## config.mk

```make
export PLATFORM = sky130hd
export DESIGN_NAME = jt7759_feeder
export DESIGN_NICKNAME = d
export VERILOG_FILES = /design/src/rtl/jt7759_feeder.sv
export SDC_FILE = /design/constraint.sdc
export NUM_CORES = 1
export LEC_CHECK = 0
export CAP_MARGIN = 25
export CORE_ASPECT_RATIO = 0.5
export CORE_MARGIN = 4
export CORE_UTILIZATION = 35
export CTS_CLUSTER_DIAMETER = 120
export DETAILED_ROUTE_END_ITERATION = 7
export GPL_TIMING_DRIVEN = 0
export PLACE_DENSITY = 0.66
export SETUP_SLACK_MARGIN = 0.05
export SLEW_MARGIN = 20
export SYNTH_ARGS = -nofsm -noshare
export SYNTH_HDL_FRONTEND = slang
export SYNTH_SLANG_ARGS = --single-unit
```

## constraint.sdc

```tcl
create_clock -name clk -period 7.6 [get_ports clk]
set_input_delay 1.9 -clock clk [delete_from_list [all_inputs] [get_ports clk]]
set_output_delay 1.9 -clock clk [all_outputs]
set_load 0.01 [all_outputs]
```

## src/rtl/jt7759_feeder.sv

```systemverilog
// jt7759_feeder: streams a ROM byte block into the uPD7759 slave port over the DRQn/CS/WRn handshake.
// Define JT7759_FEEDER_WDOG_EN to add a WAIT watchdog that aborts the block and raises err.
module jt7759_feeder #(
    parameter int AW = 17,
    parameter int LW = 16,
    parameter int WR_LEN = 4
) (
    input  logic          clk,
    input  logic          rst,
    input  logic          cen,
    input  logic          start,
    input  logic          abort,
    input  logic [AW-1:0] addr,
    input  logic [LW-1:0] len,
    output logic          busy,
    output logic          done,
    output logic          err,
    output logic          rom_cs,
    output logic [AW-1:0] rom_addr,
    input  logic [7:0]    rom_data,
    input  logic          rom_ok,
    input  logic          drqn,
    output logic          cs,
    output logic          wrn,
    output logic [7:0]    dout
);
    localparam int SW = $clog2(WR_LEN + 2);
    typedef enum logic [2:0] {IDLE, ARM, WAIT, STROBE, RELEASE} state_t;
    state_t st, st_n;
    logic [AW-1:0] ptr;
    logic [LW-1:0] fetch_left, write_left;
    logic [7:0] mem [2];
    logic wp, rp, holdoff, drqn_l, pend, stb_two, kill, trip, accept, pop, req, have;
    logic [1:0] cnt;
    logic [SW-1:0] stb_cnt;
    logic [SW:0] ticks;
    assign busy = st != IDLE;
    assign rom_addr = ptr;
    assign rom_cs = busy && !holdoff && cnt != 2'd2 && fetch_left != '0;
    assign accept = rom_cs && rom_ok;
    assign pop = st == RELEASE;
    assign cs = st == STROBE;
    assign wrn = st != STROBE;
    assign req = pend || (drqn_l && !drqn);
    assign have = cnt != 2'd0 || accept;
    assign ticks = {1'b0, stb_cnt} + {{SW{1'b0}}, cen};
    assign kill = abort || trip;
`ifdef JT7759_FEEDER_WDOG_EN
    logic [11:0] wd;
    assign trip = st == WAIT && wd == 12'hfff;
    always_ff @(posedge clk) begin
        if (rst || st != WAIT) wd <= '0;
        else if (cen) wd <= wd + 12'd1;
    end
    always_ff @(posedge clk) begin
        if (rst) err <= 1'b0;
        else if (trip) err <= 1'b1;
        else if (st == IDLE && start && !abort) err <= 1'b0;
    end
`else
    assign trip = 1'b0;
    assign err = 1'b0;
`endif
    always_ff @(posedge clk) st <= rst ? IDLE : st_n;
    always_comb begin
        st_n = st;
        if (kill) st_n = IDLE;
        else case (st)
            IDLE:    if (start && len != '0) st_n = ARM;
            ARM:     if (drqn) st_n = WAIT;
            WAIT:    if (req && have) st_n = STROBE;
            STROBE:  if (stb_two && ticks >= (SW+1)'(WR_LEN)) st_n = RELEASE;
            RELEASE: st_n = write_left == LW'(1) ? IDLE : ARM;
            default: st_n = IDLE;
        endcase
    end
    always_ff @(posedge clk) begin
        if (rst) begin
            ptr <= '0;
            fetch_left <= '0;
            write_left <= '0;
            wp <= 1'b0;
            rp <= 1'b0;
            cnt <= 2'd0;
            holdoff <= 1'b0;
            drqn_l <= 1'b1;
            pend <= 1'b0;
            stb_cnt <= '0;
            stb_two <= 1'b0;
            dout <= 8'd0;
            done <= 1'b0;
        end else begin
            drqn_l <= drqn;
            done <= 1'b0;
            holdoff <= accept && !kill;
            stb_cnt <= st == STROBE ? ticks[SW-1:0] : '0;
            stb_two <= st == STROBE;
            if (kill) begin
                wp <= 1'b0;
                rp <= 1'b0;
                cnt <= 2'd0;
                pend <= 1'b0;
            end else begin
                if (st == IDLE && start) begin
                    ptr <= addr;
                    fetch_left <= len;
                    write_left <= len;
                    pend <= 1'b0;
                    done <= len == '0;
                end
                if (accept) begin
                    mem[wp] <= rom_data;
                    wp <= ~wp;
                    ptr <= ptr + 1'b1;
                    fetch_left <= fetch_left - 1'b1;
                end
                if (pop) begin
                    rp <= ~rp;
                    write_left <= write_left - 1'b1;
                    if (write_left == LW'(1)) done <= 1'b1;
                end
                cnt <= cnt + {1'b0, accept} - {1'b0, pop};
                // an empty buffer takes the byte straight from the ROM bus
                if (st == WAIT && req) begin
                    pend <= !have;
                    if (have) dout <= cnt != 2'd0 ? mem[rp] : rom_data;
                end
            end
        end
    end
endmodule

```

==> impl_metrics.env, run 1 <==
export IMPL_cts_root_buf="clkbuf_16"
export IMPL_fin_crit_sh_pct=58.1
export IMPL_vdd_drop_max_uv=102
export IMPL_start_util_pct=36.7
export IMPL_antenna_found_initial=0
export IMPL_cts_buffers=9
export IMPL_tns_ns=0
export IMPL_critPathLaunchType="flop"
export IMPL_drcViolationCount=0
export IMPL_cts_sinks=89
export IMPL_seq_area_frac_synth_pct=40.6
export IMPL_die_w_um=173
export IMPL_critPathArrivalTime_ns=2.51
export IMPL_yosysMostFrequentCell="dfxtp_1"
export IMPL_hpwl_um=10700
export IMPL_core_rowCount=29
export IMPL_antennaDiodeCount=0
export IMPL_tightest_slew_ns=0.690
export IMPL_overflow=0
export IMPL_p_leak_nw=2.13
export IMPL_ys_warn_count=0
export IMPL_endpoint_kind="output pin"
export IMPL_skew_ns=0.0132
export IMPL_rsz0062_at_grt="no"
export IMPL_cts_tree="yes"
export IMPL_gp_congestion=0.894
export IMPL_nNetsFinal=709
export IMPL_layout_drive_gt1_share_pct=8.81
export IMPL_total_power_mw=1.24
export IMPL_synthTopCellsByCount="73 x dfxtp_1, 69 x nor2_1, 50 x a21oi_1, 50 x nand2_1, 25 x inv_1"
export IMPL_grt_max_degree=19
export IMPL_grt_pass1_vias=4402
export IMPL_ios=79
export IMPL_maxSlewViolCount=0
export IMPL_worstPathRequired_ns=5.70
export IMPL_relSlewSlack_pct=53.7
export IMPL_syn_area_per_cell_um2=8.43
export IMPL_powerDensity_nw_per_um2=206
export IMPL_cts_buffer_depth=2
export IMPL_clock_latency_ns=0.36
export IMPL_core_area_um2=13000
export IMPL_yosysTopAreaCellShare_pct=30.5
export IMPL_syn2layout_area_growth_pct=26.1
export IMPL_grt_pass1_wl_um=23900
export IMPL_finalHoldViolCount=0
export IMPL_wire_per_inst_um=18.1
export IMPL_async_flop_share_pct=0
export IMPL_hp_class="reg2reg"
export IMPL_yosysTopAreaCell="dfxtp_1"
export IMPL_synth_ff_type="dfxtp_1"
export IMPL_routed_wl_um=15000
export IMPL_chipHeight_um=90.7
export IMPL_fillers=1258
export IMPL_crit_type="reg2out"
export IMPL_cts_max_level=3
export IMPL_netlist_area_um2=4790
export IMPL_fin_crit_ns=4.41
export IMPL_routed_via_density=5.61
export IMPL_status="complete, no violations"
export IMPL_ys_types=71
export IMPL_io_buffer_count=74
export IMPL_postCtsHoldBufs=0
export IMPL_antenna_left=0
export IMPL_dr_first_iter_drc_count=520
export IMPL_crit_fanout=5
export IMPL_setup_violations=0
export IMPL_synth_edf_count=16
export IMPL_dieArea_um2=15700
export IMPL_cap_viol_max_count=0
export IMPL_cts_clk_slew_worst_paths_ns=0.07
export IMPL_synth_seq_cells=89
export IMPL_syn_nets=624
export IMPL_drt_first_pass_iters=5
export IMPL_netlist_top_cells_area="dfxtp_1 31%, edfxtp_1 10%, nor2_1 5.4%"
export IMPL_grt_usage_pct=18.8
export IMPL_cts_setup_buffers=0
export IMPL_max_freq_mhz=227
export IMPL_netlist_instances=568
export IMPL_via_count=4645
export IMPL_cts_resized=0
critical path, stage by stage (launching register included):
cell and delay (ns):
dfxtp_1 0.37, inv_1 0.08, ha_1 0.17, nor3b_2 0.36, and2_1 0.25, nand3_1 0.13
o31a_1 0.31, clkdlybuf4s50_1 0.50
logic make-up (layout without fill, tap and decap cells):
logic type      Yosys count  after routing  synth area share, %
fa+ha+maj                 8              8                 2.09
mux                      22             22                 4.71
other cells               1              1               0.0784
xor+xnor                  7              7                 1.28
simple gates            226            226                 24.5
compound gates          151            151                 20.6
buf+inv                  64            154                 6.22
flops                    89             89                 40.6
per-stage QoR:
stage	instance area (µm²)	hold slack (ns)	util, %	cells	setup WS, ns
5_1_grt	6040	0.518	46.3	828	3.06
4_1_cts	6040	0.501	46.3	828	3.18
2_1_floorplan	4790	0.459	-	568	4.03
3_3_place_gp	5740	0.477	44.1	812	3.14
6_report	6040	0.497	46.3	828	3.19
3_5_place_dp	5740	0.484	44.1	812	3.47
final timing paths:
| path | from | end | slack [ns] | depth (start not counted) |
|---|---|---|---|---|
| hold / removal | dout[6] | dout[6] | 0.50 | 2 |
| setup reg to reg | fetch_left[0] | mem[1][5] | 4.92 | 9 |
| hold reg to reg | dout[6] | dout[6] | 0.50 | 2 |
| setup / recovery | fetch_left[0] | rom_cs | 3.19 | 7 |
sequential cells by signal (all words and copies together) (netlist names), 2 cells and up, named ones only:
name,cells
dout,8
st,3
stb_cnt,3
rom_addr,17
mem,16
fetch_left,16
write_left,16
cnt,2
routing by layer:
layer / track usage (%) / up-vias / part of all wire (%)
met4: 4.71 / 0 / 1.2
met3: 4.94 / 17 / 6.7
li1: - / 2248 / -
met1: 25.5 / 2211 / 48
met2: 29.8 / 169 / 44
met5: 0 / - / 0
power breakdown:
group	internal (mW)	total [mW]	leakage, nW	switching (mW)
sequential	0.502	0.529	0.739	0.0262
clock	0.232	0.453	0.142	0.221
combinational	0.112	0.260	1.25	0.148
placed cells by master (no fill, tap or decap), drive strengths merged, types with 3 or more instances in the layout:
master / count
o31ai: 3
or4: 4
nand3: 15
nand4: 6
ha: 8
mux2: 4
buf: 19
a21oi: 50
o32ai: 10
nor3: 28
clkdlybuf4s50: 74
and2: 6
nand2: 50
and3: 5
inv: 31
or2: 4
mux2i: 18
nand2b: 4
o21ai: 32
a31oi: 5
nor2: 69
xnor2: 6
o211ai: 3
a211oi: 10
or3: 6
nor3b: 4
nor4: 18
o31a: 4
a22oi: 8
a32oi: 3
nor2b: 3
dfxtp: 73
edfxtp: 16
a211o: 3
clkbuf: 28
cell type report:
class                           count  area, µm²  area share (%)
Buffer                             38        200            3.32
Clock inverter                      7       67.6            1.12
Timing Repair Buffer               74        741            12.3
Tap cell                          170        213            3.52
Sequential cell                    89       1940            32.2
Clock buffer                        9        225            3.73
Multi-Input combinational cell    415       2550            42.3
Inverter                           26       97.6            1.62
Power figures use the tool's default switching activity.
==> run 2, diff against run 1 <==
- clock period: 7.6 -> 4.5 ns (I/O delays scaled with it)
==> results of run 2 <==
Same layout as run 1 (identical final DEF). Status: complete, no violations.
Main changes from that run: setup slack after placement 3.47 ns -> 1.14 ns; setup slack after layout 3.19 ns -> 0.862 ns; register-to-register setup slack 4.92 ns -> 1.82 ns; total power 1.24 mW -> 2.10 mW; worst IR drop on VDD 102 µV -> 172 µV
